## src/rtl/mem_arbiter.sv

```systemverilog
`default_nettype none
// =============================================================================
// mem_arbiter : shares one single-ported memory between a data port and an
//               instruction-fetch port, with data priority, instruction
//               anti-starvation and a fixed number of memory wait states.
// Revision    : 1.0
// =============================================================================
module mem_arbiter #(
   parameter int ADDR_W       = 16,
   parameter int DATA_W       = 16,
   parameter int WAIT_STATES  = 1,
   parameter int STARVE_LIMIT = 4
) (
   input  logic              clk,
   input  logic              rst_n,
   input  logic              d_req,
   input  logic              d_we,
   input  logic [ADDR_W-1:0] d_addr,
   input  logic [DATA_W-1:0] d_wdata,
   output logic              d_ack,
   output logic [DATA_W-1:0] d_rdata,
   input  logic              i_req,
   input  logic [ADDR_W-1:0] i_addr,
   output logic              i_ack,
   output logic [DATA_W-1:0] i_rdata,
   output logic              mem_en,
   output logic              mem_we,
   output logic [ADDR_W-1:0] mem_addr,
   output logic [DATA_W-1:0] mem_wdata,
   input  logic [DATA_W-1:0] mem_rdata,
   output logic              busy,
   output logic              grant_id
);

   localparam logic [2:0] WAIT_LAST  = 3'(WAIT_STATES);
   localparam logic [3:0] STARVE_MAX = 4'(STARVE_LIMIT);
   localparam logic       OWNER_D    = 1'b0;
   localparam logic       OWNER_I    = 1'b1;

   typedef enum logic [1:0] {
      IDLE   = 2'd0,
      ACCESS = 2'd1,
      DONE   = 2'd2
   } state_t;

   state_t            state_q,   state_d;
   logic [2:0]        wait_q,    wait_d;
   logic [3:0]        starve_q,  starve_d;
   logic              owner_q,   owner_d;
   logic              we_q,      we_d;
   logic [ADDR_W-1:0] addr_q,    addr_d;
   logic [DATA_W-1:0] wdata_q,   wdata_d;
   logic [DATA_W-1:0] d_rdata_q, d_rdata_d;
   logic [DATA_W-1:0] i_rdata_q, i_rdata_d;
   logic              w_take_instr;

   // Fetch wins when alone, or when data has already won STARVE_LIMIT times in a row over it
   assign w_take_instr = i_req && (!d_req || (starve_q == STARVE_MAX));

   always_comb begin
      state_d   = state_q;
      wait_d    = wait_q;
      starve_d  = starve_q;
      owner_d   = owner_q;
      we_d      = we_q;
      addr_d    = addr_q;
      wdata_d   = wdata_q;
      d_rdata_d = d_rdata_q;
      i_rdata_d = i_rdata_q;

      case (state_q)
         IDLE: begin
            if (d_req || i_req) begin
               state_d = ACCESS;
               wait_d  = 3'd0;
               if (w_take_instr) begin
                  owner_d  = OWNER_I;
                  we_d     = 1'b0;
                  addr_d   = i_addr;
                  starve_d = 4'd0;
               end else begin
                  owner_d  = OWNER_D;
                  we_d     = d_we;
                  addr_d   = d_addr;
                  wdata_d  = d_wdata;
                  starve_d = i_req ? (starve_q + 4'd1) : 4'd0;
               end
            end
         end

         ACCESS: begin
            if (wait_q == WAIT_LAST) begin
               state_d = DONE;
               wait_d  = 3'd0;
               if (owner_q == OWNER_I) begin
                  i_rdata_d = mem_rdata;
               end else if (!we_q) begin
                  d_rdata_d = mem_rdata;
               end
            end else begin
               wait_d = wait_q + 3'd1;
            end
         end

         DONE: begin
            state_d = IDLE;
         end

         default: begin
            state_d = IDLE;
         end
      endcase
   end

   always_ff @(posedge clk or negedge rst_n) begin
      if (!rst_n) begin
         state_q   <= IDLE;
         wait_q    <= 3'd0;
         starve_q  <= 4'd0;
         owner_q   <= OWNER_D;
         we_q      <= 1'b0;
         addr_q    <= '0;
         wdata_q   <= '0;
         d_rdata_q <= '0;
         i_rdata_q <= '0;
      end else begin
         state_q   <= state_d;
         wait_q    <= wait_d;
         starve_q  <= starve_d;
         owner_q   <= owner_d;
         we_q      <= we_d;
         addr_q    <= addr_d;
         wdata_q   <= wdata_d;
         d_rdata_q <= d_rdata_d;
         i_rdata_q <= i_rdata_d;
      end
   end

   // we_q is only ever set by a data grant, so fetches can never strobe a write
   assign mem_en    = (state_q == ACCESS);
   assign mem_we    = mem_en && (wait_q == 3'd0) && we_q;
   assign mem_addr  = addr_q;
   assign mem_wdata = wdata_q;
   assign d_ack     = (state_q == DONE) && (owner_q == OWNER_D);
   assign i_ack     = (state_q == DONE) && (owner_q == OWNER_I);
   assign d_rdata   = d_rdata_q;
   assign i_rdata   = i_rdata_q;
   assign busy      = (state_q != IDLE);
   assign grant_id  = owner_q;

endmodule
`default_nettype wire

```

## config.mk

```make
export PLATFORM = sky130hd
export DESIGN_NAME = mem_arbiter
export DESIGN_NICKNAME = d
export VERILOG_FILES = /design/src/rtl/mem_arbiter.sv
export SDC_FILE = /design/constraint.sdc
export NUM_CORES = 1
export LEC_CHECK = 0
export ABC_AREA = 1
export CAP_MARGIN = 25
export CORE_MARGIN = 3
export CORE_UTILIZATION = 47
export DETAILED_ROUTE_END_ITERATION = 8
export PLACE_DENSITY = 0.86
export SLEW_MARGIN = 10
export SYNTH_ARGS = -nofsm -noshare
export SYNTH_HDL_FRONTEND = slang
export SYNTH_SLANG_ARGS = --single-unit
```

## constraint.sdc

```tcl
create_clock -name clk -period 3.75 [get_ports clk]
set_clock_uncertainty 0.2 [all_clocks]
set_input_delay 0.5625 -clock clk [delete_from_list [all_inputs] [get_ports clk]]
set_output_delay 0.5625 -clock clk [all_outputs]
set_load 0.03 [all_outputs]
```

==> results.txt, run 1 <==
Area Overhead vs Synth: 44.7%
Worst skew pair latency: 330 ps
Post-detailed-route count of antenna-violating nets: 0
Nets: 601
Maximum cell stage delay along the critical path: 690 ps
Category of the worst setup path capture point: output pin
Count of warnings emitted by yosys: 0
Gate Count Post-Synth: 398
Number of buffers created by CTS: 9
Post-Synth XOR/XNOR Area: 0.251%
Storage element area: 0.00188 mm2
Pin count of the biggest net entering global routing: 76
Crit path launch type: flip-flop
Post-cts gate resize count: 0
Max transition margin: 40.6%
Max clock buf depth: 2
Cell area after synthesis: 0.00349 mm2
Power per standard cell area: 903 mW/mm2
Max FO, Critical Path: 6
Final Critical Period: 2590 ps
# DRC: 0
Final period utilization: 68.9%
Cell taking the most area after synthesis: sky130_fd_sc_hd__dfrtp_1
WP data arrival: 1820 ps
DIE WIDTH: 92.2 um
Synth Area in Compound Gates: 9.28%
P_leak: 2.54 nW
Number of violations reported at the end of detailed-routing iteration 0: 110
Run status: finished, final reports clean
Mapped Nets: 469
Area occupied by multi-input gates: 0.00125 mm2
H-tree depth reported by CTS: 3
Critical-path cell with the highest stage delay: sky130_fd_sc_hd__clkdlybuf4s50_1
Pre-Repair DR Iteration Count: 5
Wire length of the first global-routing pass: 13,900 um
WL per Instance: 13.0 um
Buffers inserted during post-CTS setup optimization: 0
Fraction of post-synthesis cell area in the top cell type by area: 53.8%
Number of vias after detailed routing: 3,029
Worst VDD drop: 0.479 mV
Adder-cell area share of the yosys netlist: 0.717%
Antenna violations before repair: 0
Top cells by area, synth: sky130_fd_sc_hd__dfrtp_1 (54%), sky130_fd_sc_hd__nand2_1 (14%), sky130_fd_sc_hd__o21ai_2 (8.3%)
Critical path start-end classification: flip-flop to output pin
Portion of the post-synthesis area used by sequential elements: 53.8%
Number of hold buffers added after CTS: 0
Number of cells on the worst reg-to-reg path: 7
Critical path required time: 2990 ps
Hold WC Path Type: input port to async pin
Diode count: 0
Standard-cell row count: 30
Setup total negative slack: 0 ps
Clock tree from TritonCTS: yes
Worst path bufs/invs: 1
Area share of and/or/nand/nor cells after synthesis: 25.5%
Setup repair after global routing missed its margin: no
Critical Path, Cell by Cell: nor2_4 > nand3_1 > nor2_1 > clkdlybuf4s50_1
Per-cell via count in the routed design: 4.80
Worst R2R Setup Slack: 1580 ps
Number of global-route vias before repair: 2,960
Total length of routed wires: 8230 um
Weighted congestion reported at the end of routability-driven placement: 0.865
Global-route usage over all layers: 20.2%
Unique cell type count in the Yosys netlist: 22
Vertical die dimension: 92.2 um
Number of violations of the max-capacitance limit: 0
Final core utilization: 72.4%
Largest family of logic cells by synthesized area: simple AND/OR/NAND/NOR gates
IO Count: 139
Mean instance size in the synthesized netlist: 8.77 um2
Fraction of layout instances using a drive strength above 1: 11.4%
Number of synthesized register bits: 75
Slew at the pin with the worst max-slew slack: 890 ps
Final HPWL DP: 6150 um
Mux share of post-synthesis cell area: 0%
Port bufs: 138
Final global-route overflow total: 0
RR Endpoint: mem_wdata[1]$_DFFE_PN0P_
Launching point of the worst reg2reg path: state_q[1]$_DFFE_PN0P_
Clock Tree Root: sky130_fd_sc_hd__clkbuf_8
Gate family responsible for the most delay along the worst path: buffers and inverters
Total die area: 0.00850 mm2
Number of failing setup endpoints in the final timing report: 0
Total of fill cells in the finished design: 535
Sink Count: 75
Final number of max-transition violations: 0
Fmax: 387 MHz
Area inside the core boundary: 0.00698 mm2
Initial Util: 50.0%
CTS clk-pin slew, worst paths: 80 ps
Number of cells on the critical path: 4
Hold violation count in the final report: 0
## through the flow
| stage | hold WS (ps) | setup slack [ps] | std cells | instance area [um2] | power, mW |
|---|---|---|---|---|---|
| after floorplan | 66.9 | 1790 | 398 | 3490 | 3.02 |
| after global placement | 255 | 1010 | 615 | 4860 | 3.92 |
| after detailed placement | 263 | 939 | 615 | 4860 | 4.01 |
| after CTS | 181 | 1150 | 631 | 5050 | 4.61 |
| after global routing | 209 | 1040 | 631 | 5050 | 4.87 |
| final | 159 | 1160 | 631 | 5050 | 4.56 |
## worst register-to-register path: cells and delay by family (launching register included)
kind / cells / cell delay, ps
simple gates: 4 / 630
flops: 1 / 420
compound gates: 1 / 80
buf+inv: 2 / 720
## cell usage after synthesis
cell type,n
sky130_fd_sc_hd__buf_6,8
sky130_fd_sc_hd__o21ai_0,2
sky130_fd_sc_hd__buf_2,7
sky130_fd_sc_hd__nor2_8,1
sky130_fd_sc_hd__clkbuf_1,3
sky130_fd_sc_hd__nor2_1,8
sky130_fd_sc_hd__ha_1,2
sky130_fd_sc_hd__nand2_1,131
sky130_fd_sc_hd__nand4_1,1
sky130_fd_sc_hd__o21ai_2,33
sky130_fd_sc_hd__buf_4,1
sky130_fd_sc_hd__o22ai_1,2
sky130_fd_sc_hd__nor2_4,1
sky130_fd_sc_hd__xor2_1,1
sky130_fd_sc_hd__inv_2,3
sky130_fd_sc_hd__o21a_1,1
sky130_fd_sc_hd__inv_1,56
sky130_fd_sc_hd__nand2_4,4
sky130_fd_sc_hd__nand3_1,56
sky130_fd_sc_hd__o21ai_1,1
sky130_fd_sc_hd__nand2_2,1
sky130_fd_sc_hd__dfrtp_1,75
## placed cells by master, fill, tap and decap left out, types with 3 or more instances in the layout
cell / n
sky130_fd_sc_hd__nor2_1: 8
sky130_fd_sc_hd__inv_1: 56
sky130_fd_sc_hd__nand3_1: 56
sky130_fd_sc_hd__buf_4: 3
sky130_fd_sc_hd__inv_2: 3
sky130_fd_sc_hd__clkbuf_8: 9
sky130_fd_sc_hd__dfrtp_1: 75
sky130_fd_sc_hd__clkdlybuf4s50_1: 137
sky130_fd_sc_hd__nand2_4: 4
sky130_fd_sc_hd__o21ai_2: 33
sky130_fd_sc_hd__nand2_1: 131
## cells by family (layout without fill, tap and decap cells)
group / Yosys count / after routing
adder cells (fa/ha/maj): 2 / 2
flip-flops: 75 / 75
AND/OR/NAND/NOR: 203 / 203
AO/OA/AOI/OAI: 39 / 39
buffers and inverters: 78 / 215
XOR/XNOR: 1 / 1
## per-layer routing
metal	global-route usage [%]	wire, um
met3	3.77	357
met4	6.93	79
met1	25.3	3460
met5	0	0
met2	35.0	4330
## report_power, final
part	leakage (nW)	switching [mW]	total, mW	internal [mW]
Clock	0.0927	0.290	0.598	0.308
Sequential	0.923	0.247	1.45	1.20
Combinational	1.53	1.52	2.52	0.997
Total	2.54	2.06	4.56	2.51
## layout make-up
class / count / share of cell area [%]
clock buffers: 10 / 2.53
clock inverters: 6 / 1.26
inverters: 59 / 4.38
multi-input cells: 245 / 24.7
flip-flops and latches: 75 / 37.1
well taps: 96 / 2.38
repair buffers: 140 / 27.6
## flip-flops by register name (all words and copies together), names as in the netlist
signal / count
i_rdata: 16
state_q: 2
grant_id: 1
d_rdata: 16
wait_q: 3
mem_addr: 16
mem_wdata: 16
we_q: 1
starve_q: 4
## how the worst max path moves through the flow
| stage | slack, ps | end | startpoint |
|---|---|---|---|
| after floorplan | 1790 | mem_we | state_q[1]$_DFFE_PN0P_ |
| after global placement | 1010 | grant_id$_DFFE_PN0P_ | i_req |
| after detailed placement | 940 | mem_wdata[1]$_DFFE_PN0P_ | i_req |
| after CTS | 1150 | mem_we | state_q[1]$_DFFE_PN0P_ |
| after global routing | 1040 | mem_we | state_q[1]$_DFFE_PN0P_ |
| final | 1160 | mem_we | state_q[1]$_DFFE_PN0P_ |
Note: power is estimated with default switching activity, not from simulation.
==> run 2: changes to the inputs <==
Settings changed: CORE_UTILIZATION 47 to 39, PLACE_DENSITY 0.86 to 0.76.
Clock period 3.75 ns to 2.24 ns, I/O delays scaled along.
==> results.txt, run 2 (synthesis gave the netlist of run 1 again) <==
Run status: finished, final reports clean
# DRC: 0 (unchanged)
Wire length of the first global-routing pass: 14,300 um (+2.6%)
Worst skew pair latency: 330 ps (about the same)
Initial Util: 41.2% (-8.8 points)
Max FO, Critical Path: 6 (unchanged)
Weighted congestion reported at the end of routability-driven placement: 0.779 (-10%)
Buffers inserted during post-CTS setup optimization: 0 (unchanged)
Antenna violations before repair: 0 (unchanged)
Worst path bufs/invs: 1 (unchanged)
Sink Count: 75 (unchanged)
Total of fill cells in the finished design: 760 (+42%)
Number of violations of the max-capacitance limit: 0 (unchanged)
Hold WC Path Type: flip-flop to flip-flop
Final Critical Period: 2060 ps
Total die area: 0.0101 mm2 (+19%)
H-tree depth reported by CTS: 3 (unchanged)
Clock tree from TritonCTS: yes
Number of global-route vias before repair: 3,061 (+3.4%)
Diode count: 0 (unchanged)
Number of violations reported at the end of detailed-routing iteration 0: 74 (-33%)
Clock Tree Root: sky130_fd_sc_hd__clkbuf_8
Post-detailed-route count of antenna-violating nets: 0 (unchanged)
Pin count of the biggest net entering global routing: 40 (-47%)
IO Count: 139 (unchanged)
P_leak: 2.66 nW (+4.4%)
Global-route usage over all layers: 17.5% (-2.7 points)
Area inside the core boundary: 0.00846 mm2 (+21%)
Maximum cell stage delay along the critical path: 720 ps (+30 ps)
Max transition margin: 67.4% (+27 points)
Placed standard-cell area: 0.00494 mm2 (+1.7%)
Nets: 608 (+1.2%)
Final global-route overflow total: 0 (unchanged)
Final core utilization: 61.0% (-11 points)
Total length of routed wires: 8710 um (+5.9%)
Number of buffers created by CTS: 9 (unchanged)
Power per standard cell area: 1510 mW/mm2 (+67%)
Number of failing setup endpoints in the final timing report: 0 (unchanged)
Slew at the pin with the worst max-slew slack: 489 ps (-401 ps)
WP data arrival: 1530 ps (-290 ps)
Fmax: 485 MHz
Final period utilization: 92.1%
Worst VDD drop: 0.649 mV (+36%)
Critical Path, Cell by Cell: clkdlybuf4s50_1
Gate family responsible for the most delay along the worst path: buffers and inverters
Final standard cell area without fillers: 0.00517 mm2 (+2.3%)
Pre-Repair DR Iteration Count: 5 (unchanged)
Max clock buf depth: 2 (unchanged)
Vertical die dimension: 101 um (+9.1%)
Area Overhead vs Synth: 48.0%
Setup total negative slack: 0 ps (unchanged)
Standard-cell row count: 33 (+10%)
Category of the worst setup path capture point: output pin
Hold violation count in the final report: 0 (unchanged)
Setup repair after global routing missed its margin: no
Final number of max-transition violations: 0 (unchanged)
WL per Instance: 13.5 um (+3.4%)
CTS clk-pin slew, worst paths: 70 ps (about the same)
Critical path start-end classification: flip-flop to output pin
Port bufs: 138 (unchanged)
Per-cell via count in the routed design: 4.67 (-2.7%)
Most common library cell in the layout ignoring fill and taps: sky130_fd_sc_hd__clkdlybuf4s50_1
Number of vias after detailed routing: 3,018 (-0.36%)
Critical path required time: 1700 ps (-1290 ps)
DIE WIDTH: 101 um (+9.1%)
Commonest cells after routing, fill and taps aside: sky130_fd_sc_hd__clkdlybuf4s50_1 (132), sky130_fd_sc_hd__nand2_1 (131), sky130_fd_sc_hd__dfrtp_1 (75)
Final HPWL DP: 6530 um (+6.2%)
Fraction of layout instances using a drive strength above 1: 12.2% (+0.80 points)
Critical-path cell with the highest stage delay: sky130_fd_sc_hd__clkdlybuf4s50_1
Crit path launch type: flip-flop
[run 2: cell count changes in the layout (fill, tap and decap cells not counted), moves of 2 or more]
| cell | change |
|---|---|
| sky130_fd_sc_hd__dlymetal6s2s_1 | +4 |
| sky130_fd_sc_hd__clkinvlp_4 | -2 |
| sky130_fd_sc_hd__buf_4 | +4 |
| sky130_fd_sc_hd__buf_12 | +2 |
| sky130_fd_sc_hd__clkdlybuf4s50_1 | -5 |
[run 2: layer usage]
| layer | vias up | global-route usage (%) | part of all wire (%) |
|---|---|---|---|
| met3 | 15 | 3.46 | 4.5 |
| met5 | - | 0 | 0 |
| li1 | 1509 | - | - |
| met2 | 98 | 29.9 | 52 |
| met4 | 0 | 6.53 | 2.0 |
| met1 | 1396 | 22.0 | 42 |
[run 2: worst paths after layout]
| kind | startpoint | depth (start not counted) | endpoint | slack [ps] |
|---|---|---|---|---|
| worst min register to register | mem_wdata[3]$_DFFE_PN0P_ | 2 | mem_wdata[3]$_DFFE_PN0P_ | 280 |
| min in group asynchronous | rst_n | 2 | mem_addr[5]$_DFFE_PN0P_ | 300 |
| worst min-delay path | mem_wdata[3]$_DFFE_PN0P_ | 2 | mem_wdata[3]$_DFFE_PN0P_ | 280 |
| worst max-delay path | grant_id$_DFFE_PN0P_ | 1 | grant_id | 180 |
| worst max register to register | starve_q[0]$_DFFE_PN0P_ | 8 | mem_wdata[4]$_DFFE_PN0P_ | 440 |
| max in group asynchronous | rst_n | 3 | i_rdata[8]$_DFFE_PN0P_ | 960 |
[run 2: power by group]
group	internal [mW]	switching [mW]
Combinational	1.72	2.59
Sequential	2.01	0.390
Clock	0.620	0.473
[run 2: stage by stage]
stage                     hold slack [ps]  worst slack (ps)  std cells  total power [mW]
after detailed placement              134               270        630              6.78
after global placement                125               290        630              6.68
after CTS                             283              8.97        646              7.91
after global routing                  300              59.3        646              8.31
final                                 279               177        646              7.80
after floorplan                      -160               507        398              5.05
[run 2: layout make-up]
| type | instances | area [um2] | area share [%] |
|---|---|---|---|
| repair buffers | 147 | 1480 | 28.7 |
| well taps | 105 | 131 | 2.54 |
| inverters | 59 | 221 | 4.29 |
| flip-flops and latches | 75 | 1880 | 36.3 |
| clock buffers | 10 | 128 | 2.47 |
| clock inverters | 5 | 78.8 | 1.53 |
| multi-input cells | 245 | 1250 | 24.2 |
[run 2: timing repair]
item | CTS | global route
hold buffers | 1 | 0
endpoints found under the hold margin | 36 | 0
resized for setup | 1 | 4
setup endpoints to repair | 1 | 4
